## src/rtl/opl_stereo_mixer_if.sv

```systemverilog
// Bus bundle for opl_stereo_mixer: register writes, operator writes, sample
// strobes and the clamped stereo output.
interface opl_stereo_mixer_if #(
  parameter int NUM_CHANNELS = 9,
  parameter int OP_OUT_WIDTH = 13,
  parameter int SAMPLE_WIDTH = 16
);
  localparam int OP_W = $clog2(2 * NUM_CHANNELS);

  // Strobes are single-cycle: each write/pulse is taken on the edge where it
  // is high; there is no ready, the mixer accepts every write unconditionally.
  logic                           sample_clk_en;
  logic                           reg_wr_valid;
  logic [7:0]                     reg_wr_address;
  logic [7:0]                     reg_wr_data;
  logic                           op_valid;
  logic [OP_W-1:0]                op_num;
  logic signed [OP_OUT_WIDTH-1:0] op_out;
  logic                           ops_done_pulse;
  logic signed [SAMPLE_WIDTH-1:0] sample_l;
  logic signed [SAMPLE_WIDTH-1:0] sample_r;
  logic                           clip_l;
  logic                           clip_r;
  logic                           sample_valid;
  logic                           busy;
  logic [2:0]                     state_dbg;

  modport master (
    output sample_clk_en, reg_wr_valid, reg_wr_address, reg_wr_data,
           op_valid, op_num, op_out, ops_done_pulse,
    input  sample_l, sample_r, clip_l, clip_r, sample_valid, busy, state_dbg
  );

  modport slave (
    input  sample_clk_en, reg_wr_valid, reg_wr_address, reg_wr_data,
           op_valid, op_num, op_out, ops_done_pulse,
    output sample_l, sample_r, clip_l, clip_r, sample_valid, busy, state_dbg
  );
endinterface

```

## src/rtl/opl_stereo_mixer.sv

```systemverilog
// Stereo channel mixer: sums two-operator channels into clamped L/R samples.
// Optional rhythm-mode contribution rules are built when OPL_MIXER_RHYTHM_EN is defined.
module opl_stereo_mixer #(
  parameter int NUM_CHANNELS = 9,
  parameter int OP_OUT_WIDTH = 13,
  parameter int SAMPLE_WIDTH = 16
) (
  input logic               clk,
  input logic               reset,
  opl_stereo_mixer_if.slave bus
);
  localparam int OP_COUNT = 2 * NUM_CHANNELS;
  localparam int OP_W     = $clog2(OP_COUNT);
  localparam int CH_W     = $clog2(NUM_CHANNELS);
  localparam int ACC_W    = OP_OUT_WIDTH + $clog2(NUM_CHANNELS) + 3;
  localparam logic signed [ACC_W-1:0] S_MAX = ACC_W'((1 << (SAMPLE_WIDTH - 1)) - 1);
  localparam logic signed [ACC_W-1:0] S_MIN = -S_MAX - ACC_W'(1);

  typedef enum logic [2:0] {IDLE, RD_SECOND, RD_FIRST, ACCUM, DONE} state_t;

  state_t                         state;
  logic [CH_W-1:0]                ch;
  logic signed [OP_OUT_WIDTH-1:0] op_mem [OP_COUNT];
  logic signed [OP_OUT_WIDTH-1:0] rd_q;
  logic signed [OP_OUT_WIDTH-1:0] second_q;
  logic [OP_W-1:0]                first_idx, second_idx, rd_addr;
  logic [NUM_CHANNELS-1:0]        cnt_r, pan_l_r, pan_r_r;
  logic signed [ACC_W-1:0]        acc_l, acc_r;
  logic signed [ACC_W-1:0]        first_x, second_x, pair_sum, contrib, contrib2;
  logic [7:0]                     wr_ch;
  logic                           unused_bits;

  assign unused_bits   = ^{bus.reg_wr_data[7:6], bus.reg_wr_data[3:1]};
  assign bus.busy      = (state != IDLE);
  assign bus.state_dbg = state;

  // Channels are laid out in groups of three with the second operators three slots on.
  assign first_idx  = OP_W'(6 * (int'(ch) / 3) + int'(ch) % 3);
  assign second_idx = first_idx + OP_W'(3);
  assign rd_addr    = (state == RD_SECOND) ? second_idx : first_idx;

  always_ff @(posedge clk or posedge reset) begin
    if (reset) begin
      for (int i = 0; i < OP_COUNT; i++) op_mem[i] <= '0;
      rd_q <= '0;
    end else begin
      if (bus.op_valid && int'(bus.op_num) < OP_COUNT) op_mem[bus.op_num] <= bus.op_out;
      rd_q <= op_mem[rd_addr];
    end
  end

  assign wr_ch = bus.reg_wr_address - 8'hC0;

  always_ff @(posedge clk or posedge reset) begin
    if (reset) begin
      cnt_r   <= '0;
      pan_l_r <= '1;
      pan_r_r <= '1;
    end else begin
      for (int i = 0; i < NUM_CHANNELS; i++) begin
        if (bus.reg_wr_valid && bus.reg_wr_address >= 8'hC0 && wr_ch == 8'(i)) begin
          cnt_r[i]   <= bus.reg_wr_data[0];
          pan_l_r[i] <= bus.reg_wr_data[4];
          pan_r_r[i] <= bus.reg_wr_data[5];
        end
      end
    end
  end

`ifdef OPL_MIXER_RHYTHM_EN
  logic rhythm_r;
  always_ff @(posedge clk or posedge reset) begin
    if (reset) rhythm_r <= 1'b0;
    else if (bus.reg_wr_valid && bus.reg_wr_address == 8'hBD) rhythm_r <= bus.reg_wr_data[5];
  end
`endif

  always_comb begin
    first_x  = {{(ACC_W-OP_OUT_WIDTH){rd_q[OP_OUT_WIDTH-1]}}, rd_q};
    second_x = {{(ACC_W-OP_OUT_WIDTH){second_q[OP_OUT_WIDTH-1]}}, second_q};
    pair_sum = first_x + second_x;
    contrib  = cnt_r[ch] ? pair_sum : second_x;
`ifdef OPL_MIXER_RHYTHM_EN
    if (rhythm_r) begin
      if (int'(ch) == 6)                          contrib = second_x + second_x;
      else if (int'(ch) == 7 || int'(ch) == 8)    contrib = pair_sum + pair_sum;
    end
`endif
    contrib2 = contrib + contrib;
  end

  function automatic logic [SAMPLE_WIDTH:0] clamp(input logic signed [ACC_W-1:0] a);
    if (a > S_MAX)      return {1'b1, SAMPLE_WIDTH'(S_MAX)};
    else if (a < S_MIN) return {1'b1, SAMPLE_WIDTH'(S_MIN)};
    else                return {1'b0, SAMPLE_WIDTH'(a)};
  endfunction

  always_ff @(posedge clk or posedge reset) begin
    if (reset) begin
      state            <= IDLE;
      ch               <= '0;
      second_q         <= '0;
      acc_l            <= '0;
      acc_r            <= '0;
      bus.sample_l     <= '0;
      bus.sample_r     <= '0;
      bus.clip_l       <= 1'b0;
      bus.clip_r       <= 1'b0;
      bus.sample_valid <= 1'b0;
    end else begin
      bus.sample_valid <= 1'b0;
      if (bus.sample_clk_en) begin
        // A new sample period always wins: drop any partial sum silently.
        state <= IDLE;
        ch    <= '0;
        acc_l <= '0;
        acc_r <= '0;
      end else begin
        case (state)
          IDLE: begin
            ch <= '0;
            if (bus.ops_done_pulse) state <= RD_SECOND;
          end
          RD_SECOND: state <= RD_FIRST;
          RD_FIRST: begin
            second_q <= rd_q;
            state    <= ACCUM;
          end
          ACCUM: begin
            if (pan_l_r[ch]) acc_l <= acc_l + contrib2;
            if (pan_r_r[ch]) acc_r <= acc_r + contrib2;
            if (int'(ch) == NUM_CHANNELS - 1) state <= DONE;
            else begin
              ch    <= ch + CH_W'(1);
              state <= RD_SECOND;
            end
          end
          DONE: begin
            {bus.clip_l, bus.sample_l} <= clamp(acc_l);
            {bus.clip_r, bus.sample_r} <= clamp(acc_r);
            bus.sample_valid           <= 1'b1;
            acc_l                      <= '0;
            acc_r                      <= '0;
            ch                         <= '0;
            state                      <= IDLE;
          end
          default: state <= IDLE;
        endcase
      end
    end
  end
endmodule

```

## src/flat_wrapper.sv

```systemverilog
// flat-port wrapper written by rule: the top's interface ports become plain ports
module opl_stereo_mixer_flat 
#(
  parameter int NUM_CHANNELS = 9,
  parameter int OP_OUT_WIDTH = 13,
  parameter int SAMPLE_WIDTH = 16
)
  (clk, reset, bus_sample_clk_en, bus_reg_wr_valid, bus_reg_wr_address, bus_reg_wr_data, bus_op_valid, bus_op_num, bus_op_out, bus_ops_done_pulse, bus_sample_l, bus_sample_r, bus_clip_l, bus_clip_r, bus_sample_valid, bus_busy, bus_state_dbg);
  opl_stereo_mixer_if #(.NUM_CHANNELS(NUM_CHANNELS), .OP_OUT_WIDTH(OP_OUT_WIDTH), .SAMPLE_WIDTH(SAMPLE_WIDTH)) bus_i ();
  input logic clk;
  input logic reset;
  input wire logic [$bits(bus_i.sample_clk_en)-1:0] bus_sample_clk_en;
  input wire logic [$bits(bus_i.reg_wr_valid)-1:0] bus_reg_wr_valid;
  input wire logic [$bits(bus_i.reg_wr_address)-1:0] bus_reg_wr_address;
  input wire logic [$bits(bus_i.reg_wr_data)-1:0] bus_reg_wr_data;
  input wire logic [$bits(bus_i.op_valid)-1:0] bus_op_valid;
  input wire logic [$bits(bus_i.op_num)-1:0] bus_op_num;
  input wire logic [$bits(bus_i.op_out)-1:0] bus_op_out;
  input wire logic [$bits(bus_i.ops_done_pulse)-1:0] bus_ops_done_pulse;
  output wire logic [$bits(bus_i.sample_l)-1:0] bus_sample_l;
  output wire logic [$bits(bus_i.sample_r)-1:0] bus_sample_r;
  output wire logic [$bits(bus_i.clip_l)-1:0] bus_clip_l;
  output wire logic [$bits(bus_i.clip_r)-1:0] bus_clip_r;
  output wire logic [$bits(bus_i.sample_valid)-1:0] bus_sample_valid;
  output wire logic [$bits(bus_i.busy)-1:0] bus_busy;
  output wire logic [$bits(bus_i.state_dbg)-1:0] bus_state_dbg;
  assign bus_i.sample_clk_en = bus_sample_clk_en;
  assign bus_i.reg_wr_valid = bus_reg_wr_valid;
  assign bus_i.reg_wr_address = bus_reg_wr_address;
  assign bus_i.reg_wr_data = bus_reg_wr_data;
  assign bus_i.op_valid = bus_op_valid;
  assign bus_i.op_num = bus_op_num;
  assign bus_i.op_out = bus_op_out;
  assign bus_i.ops_done_pulse = bus_ops_done_pulse;
  assign bus_sample_l = bus_i.sample_l;
  assign bus_sample_r = bus_i.sample_r;
  assign bus_clip_l = bus_i.clip_l;
  assign bus_clip_r = bus_i.clip_r;
  assign bus_sample_valid = bus_i.sample_valid;
  assign bus_busy = bus_i.busy;
  assign bus_state_dbg = bus_i.state_dbg;
  opl_stereo_mixer #(.NUM_CHANNELS(NUM_CHANNELS), .OP_OUT_WIDTH(OP_OUT_WIDTH), .SAMPLE_WIDTH(SAMPLE_WIDTH)) u_core (.clk(clk), .reset(reset), .bus(bus_i));
endmodule
```

## config.mk

```make
export PLATFORM = sky130hd
export DESIGN_NAME = opl_stereo_mixer_flat
export DESIGN_NICKNAME = d
export VERILOG_FILES = /design/src/rtl/opl_stereo_mixer_if.sv /design/src/rtl/opl_stereo_mixer.sv /design/src/flat_wrapper.sv
export SDC_FILE = /design/constraint.sdc
export NUM_CORES = 1
export LEC_CHECK = 0
export CAP_MARGIN = 10
export CORE_ASPECT_RATIO = 0.7
export CORE_MARGIN = 1
export CORE_UTILIZATION = 50
export CTS_CLUSTER_SIZE = 25
export DETAILED_ROUTE_END_ITERATION = 6
export PLACE_DENSITY_LB_ADDON = 0.25
export SYNTH_ARGS = -nofsm -noshare
export SYNTH_HDL_FRONTEND = slang
export SYNTH_SLANG_ARGS = --single-unit
```

## constraint.sdc

```tcl
create_clock -name clk -period 13.3 [get_ports clk]
set_input_delay 2.66 -clock clk [delete_from_list [all_inputs] [get_ports clk]]
set_output_delay 2.66 -clock clk [all_outputs]
set_load 0.005 [all_outputs]
```

## Word level (Yosys, flattened, before mapping)

Cells that the tools add are included.

- $add $sub $neg: 8
- Div/mod/pow operators: 2
- Eq/ne operators: 17
- Reductions and logical operators: 23
- Bitwise operators: 3
- Muxes and demuxes: 33
- Shift operators: 0
- Multipliers: 1
- Magnitude comparators: 10

Operators by type and width:

| cell | number |
|---|---|
| bitwise mux 234 bit | 1 |
| two-way mux 20 bit | 5 |
| one-hot mux 20 bit (2 select lines) | 2 |
| two-way mux 17 bit | 4 |
| binary-select mux 13 bit (select 5 bit) | 1 |
| demux 13 bit (select 5 bit) | 1 |
| adder 20 bit | 3 |
| > comparator 20 x 16 -> 1 bit, second input constant | 2 |
| less-than comparator 20 x 16 -> 1 bit, second input constant | 2 |
| two-way mux 13 bit | 3 |
| divider 5 x 3 -> 32 bit, second input constant | 1 |
| equality test 8 x 3 -> 1 bit, second input constant | 4 |
| remainder unit 5 x 3 -> 32 bit, second input constant | 1 |
| multiplier 3 x 32 -> 4 bit, first input constant | 1 |
| equality test 8 x 2 -> 1 bit, second input constant | 2 |
| adder 13 x 13 -> 14 bit | 1 |
| binary-select mux 1 bit (select 4 bit) | 3 |
| >= comparator 6 bit, second input constant | 2 |
| logical AND 1 bit | 12 |
| inverter 5 -> 6 bit | 2 |
| one-hot mux 3 bit (4 select lines) | 1 |
| AND reduction 2 bit | 5 |
| two-way mux 3 bit | 3 |
| nonzero test 3 bit | 3 |
| other kinds (24) | 32 |

- Memories kept: 0
- Bits in writable memories: 0
- Flip-flop bits (word level): 369
- Latch bits: 0
- Bits in read-only memories: 0
- Bits of input ports: 40

## Depth between registers and ports, before layout

- Word-level depth: 9
- Mapped depth: 29
- Depth with buffers taken out: 24

## Worst setup path after synthesis

OpenSTA, ideal clock, no wires.

- Path type: reg-to-reg
- From: register u_core.ch[0]
- To: register u_core.rd_q[10]
- Arrival time: 6022 ps
- Path slack: 7191 ps
- Path buffers: 5
- Stages on the path, launching flop included: 26
- Period minus slack after synthesis: 6109 ps
- Cell sequence: dfrtp_1 -> buf_4 -> clkinv_1 -> buf_1 -> ha_1 -> a211o_1 -> o21a_1 -> buf_6 -> xnor2_1 -> ha_1 -> nor2b_1 -> o2111ai_2 -> a22oi_4 -> inv_2 -> buf_1 -> ha_1 -> fa_1 -> clkbuf_1 -> xor2_1 -> nand3_1 -> o22ai_1 -> o21bai_1 -> mux4_2 -> a221oi_1 -> nand4_1 -> o211ai_1

- Word-level cells in the longest chain between the ends: 9
- Elaborated cells between the ends (all ways): 10
- Classes of those cells: 2 x add/sub; 1 x mul; 2 x div; 4 x mux; 1 x bitwise

Ends and longest elaborated chain:

| element | RTL line | RTL |
|---|---|---|
| start, declared | opl_stereo_mixer.sv:22 | `logic [CH_W-1:0] ch;` |
| start signal, assigned | opl_stereo_mixer.sv:134 | `ch <= ch + CH_W'(1);` |
| divider 5 x 3 -> 32 bit | opl_stereo_mixer.sv:38 | `assign first_idx = OP_W'(6 * (int'(ch) / 3) + int'(ch) % 3);` |
| multiplier 3 x 32 -> 4 bit | opl_stereo_mixer.sv:38 |  |
| adder 5 bit (*) | opl_stereo_mixer.sv:38 |  |
| adder 5 x 2 -> 5 bit | opl_stereo_mixer.sv:39 | `assign second_idx = first_idx + OP_W'(3);` |
| two-way mux 5 bit (*) | opl_stereo_mixer.sv:40 | `assign rd_addr = (state == RD_SECOND) ? second_idx : first_idx;` |
| inverter 5 -> 6 bit (not written as such) (*) | opl_stereo_mixer.sv:48 | `rd_q <= op_mem[rd_addr];` |
| binary-select mux 13 bit (select 5 bit) (*) | opl_stereo_mixer.sv:48 |  |
| two-way mux 13 bit (not written as such) (*) (2 in series) | opl_stereo_mixer.sv:48 |  |
| end signal, assigned | opl_stereo_mixer.sv:48 |  |
| end, declared | opl_stereo_mixer.sv:24 | `logic signed [OP_OUT_WIDTH-1:0] rd_q;` |

Every way passes the cells marked *; elsewhere a longest branch is shown, timed or not. The select of a mux whose other input is x is not followed.
A chain may end at the register's enable or synchronous reset.

## Worst setup path after layout

- From: register u_core.ch[0]
- To: register u_core.rd_q[6]

The elaborated chain is that of the path after synthesis.

==> results.md <==
* Starting density of the core at 0.514
* Mapped Cells at 1872
* TritonCTS buffer count at 38
* Hold Path Class: reg -> reg
* Post-synthesis sequential area ratio at 0.460
* Crit. End Element: flop
* CTS resizes at 0
* DRT Pass-1 Iters at 5
* Mapped Area at 0.0200 mm2
* Share of layout cells above drive strength 1 at 0.222
* Top_reg_cell synth: dfrtp_1
* Die H at 169 um
* Critical path cell sequence: buf_4, clkinv_1, buf_4, ha_1, a211o_1, o21a_1, xnor2_1, ha_1, nor2b_1, o2111ai_2, a22oi_4, inv_2, ha_1, fa_1, nand3_1, nand2_1, a32oi_1, nand4_1, o211ai_1
* Startpoint types: flop
* Core area at 0.0390 mm2
* GR peak layer: met1
* P_leak at 10.0 nW
* Root Buffer: clkbuf_16
* R2R depth at 19
* Row count at 60
* Max Cap Viol at 0
* Area growth syn-to-layout at 11.4%
* DRC Markers at 0
* Setup TNS at 0 ns
* Crit path top cell by count: ha_1
* Clk sinks at 367
* GR Layer Usage met1 at 0.373
* Gpl congestion at 0.890
* RSZ-0062 raised after global routing: false
* Yosys reg bits at 367
* R2r endpoint: u_core.rd_q[6]
* Worst reg2reg path startpoint: u_core.ch[0]
* Vias in the first global route at 14800
* Vias post-DR at 15000
* Initial antenna violation count at 0
* Filler Cells Inserted at 3194
* Clk pin slew, worst setup/hold paths at 0.06 ns
* EDFF count, synth at 0
* IO Pins at 79
* Multi-input gate area at 0.0102 mm2
* R2R setup slack at 5.82 ns
* WL per Instance at 20.1 um
* Outcome: completed
* Post-DRT Antenna Nets at 0
* Syn_nets at 1979
* Met3 usage at 0.0385
* Largest net degree at the start of global routing at 165
* Ant diodes at 0
* M2 GR Usage at 0.368
* First-pass GRT wire length at 80400 um
* Critical path class: reg -> reg
* DP HPWL at 32600 um
* Endpoints failing setup at 0
* Final Max Slew Viols at 0
* Finished Layout Cells at 2449
* Worst Tran Pin Value at 1.11 ns
* Slowest cell on the critical path: nand2_1
* Skew-Pair Late Insertion Delay at 0.55 ns
* Final number of hold-violating endpoints at 0
* WP data arrival at 7.82 ns
* Tmin final at 7.48 ns
* CTS tree: built
* Tcrit/Tclk final at 0.562
* Die area at 0.0409 mm2
* Hold Path Stages at 2
* Die W at 241 um
* Netlist cell types at 80
* Register area at 0.00921 mm2
* GRT Util Overall at 0.248
* Via-per-instance ratio at 6.13
* Beginning of the worst hold path: u_core.bus.sample_r[4]
* Hold buffer count at cts at 0
* Final nets at 2001
* Synthesis warning total at 0
* GRT overflow at 0
* FFs w/ async S/R, synth at 1.00
* Crit Path Max Fanout at 50
* PortBufs at 73
* Avg Inst Size Synth at 10.7 um2
* Normalized max-slew margin at 0.254
* Pwr/cell area at 163 mW/mm2
* 1st-iter DRT viols at 1367
* Worst vdd ir at 0.0899 mV
* CTS H-Tree Depth at 2
* Post-CTS setup buffers at 0
* WP data required at 13.64 ns
* Placed cells at 2381
* Longest Clk Path Bufs at 3
* Final Skew at 0.0163 ns
* Post-Route WL at 49200 um
* CP peak stage delay at 0.94 ns
* Max Fclk at 0.134 GHz
* Hold Path Sink: u_core.bus.sample_r[4]
## worst max-delay path by stage
stage	startpoint	to	depth (start not counted)
CTS	u_core.ch[0]	u_core.rd_q[6]	19
global route	u_core.ch[0]	u_core.rd_q[6]	19
finish	u_core.ch[0]	u_core.rd_q[6]	19
global placement	u_core.ch[0]	u_core.rd_q[6]	19
detailed placement	u_core.ch[0]	u_core.rd_q[6]	19
floorplan	reset	u_core.acc_l[10]	1
## stage by stage
stage / worst slack (ns) / hold slack [ns] / power (W) / utilization / instance area, um2
after floorplan: 0.481 / 0.454 / 0.00236 / - / 20000
after detailed placement: 6.00 / 0.459 / 0.00262 / 0.542 / 21100
after global placement: 6.17 / 0.461 / 0.00257 / 0.542 / 21100
after CTS: 5.96 / 0.473 / 0.00365 / 0.572 / 22300
after global routing: 5.48 / 0.501 / 0.00386 / 0.572 / 22300
final: 5.82 / 0.467 / 0.00363 / 0.572 / 22300
## sequential cells by signal, indices dropped and copies added (netlist names), 13 cells and up
signal / flops
u_core.rd_q: 13
u_core.second_q: 13
u_core.acc_l: 19
u_core.bus.sample_r: 16
u_core.acc_r: 19
u_core.bus.sample_l: 16
u_core.op_mem: 234
## critical path: cells and delay by family (launching register included)
| family | cells | cell delay, ns |
|---|---|---|
| simple gates | 4 | 2.25 |
| fa+ha+maj | 4 | 1.72 |
| compound gates | 6 | 1.50 |
| buf+inv | 4 | 1.22 |
| flops | 1 | 0.34 |
| xor+xnor | 1 | 0.21 |
## placed cells by master (no fill, tap or decap), drive strengths merged, types with 36 or more instances in the layout
master,netlist,routed
nor2,92,92
mux2,288,288
clkbuf,65,50
a21oi,40,40
nand2,264,264
clkdlybuf4s50,0,73
dfrtp,349,349
mux2i,44,44
inv,33,36
nand3,72,72
o21ai,70,70
ha,63,63
## cells by family after synthesis
group / count (synthesis) / synth area share
flip-flops: 367 / 0.460
AND/OR/NAND/NOR: 567 / 0.129
buffers and inverters: 147 / 0.0312
adder cells (fa/ha/maj): 67 / 0.0434
AO/OA/AOI/OAI: 331 / 0.119
multiplexers: 339 / 0.192
XOR/XNOR: 54 / 0.0259
## power breakdown
group / total (W) / switching, W / internal, W
clock: 0.00102 / 0.000459 / 0.000559
combinational: 0.00111 / 0.000599 / 0.000512
sequential: 0.00150 / 0.000164 / 0.00134
total: 0.00363 / 0.00122 / 0.00241
## layer usage
| layer | vias up | wire length (um) |
|---|---|---|
| li1 | 6898 | - |
| met2 | 504 | 21700 |
| met5 | - | 0 |
| met3 | 75 | 3350 |
| met4 | 0 | 998 |
| met1 | 7546 | 23200 |
## layout make-up
class | count | share of cell area
clock inverter | 18 | 0.00539
tap | 527 | 0.0296
timing repair buffer | 93 | 0.0401
sequential | 367 | 0.413
multi-input combinational | 1358 | 0.459
clock buffer | 50 | 0.0469
inverter | 36 | 0.00640
## synth_stat cells (18+ instances only)
library cell / count / area, um2
nand2_1: 264 / 991
o211ai_1: 20 / 150
xnor2_1: 30 / 263
xor2_1: 21 / 184
o2111ai_1: 27 / 236
mux2i_1: 44 / 440
inv_1: 31 / 116
nand3_1: 72 / 360
o22ai_1: 23 / 144
clkbuf_1: 64 / 240
buf_2: 21 / 105
dfstp_2: 18 / 473
mux2_2: 287 / 3230
buf_1: 18 / 67.6
o21ai_0: 69 / 345
nor3_1: 23 / 115
nand4_1: 32 / 200
dfrtp_1: 349 / 8730
a21oi_1: 40 / 200
ha_1: 63 / 788
nor2_1: 92 / 345
(Power assumes the default switching activity.)
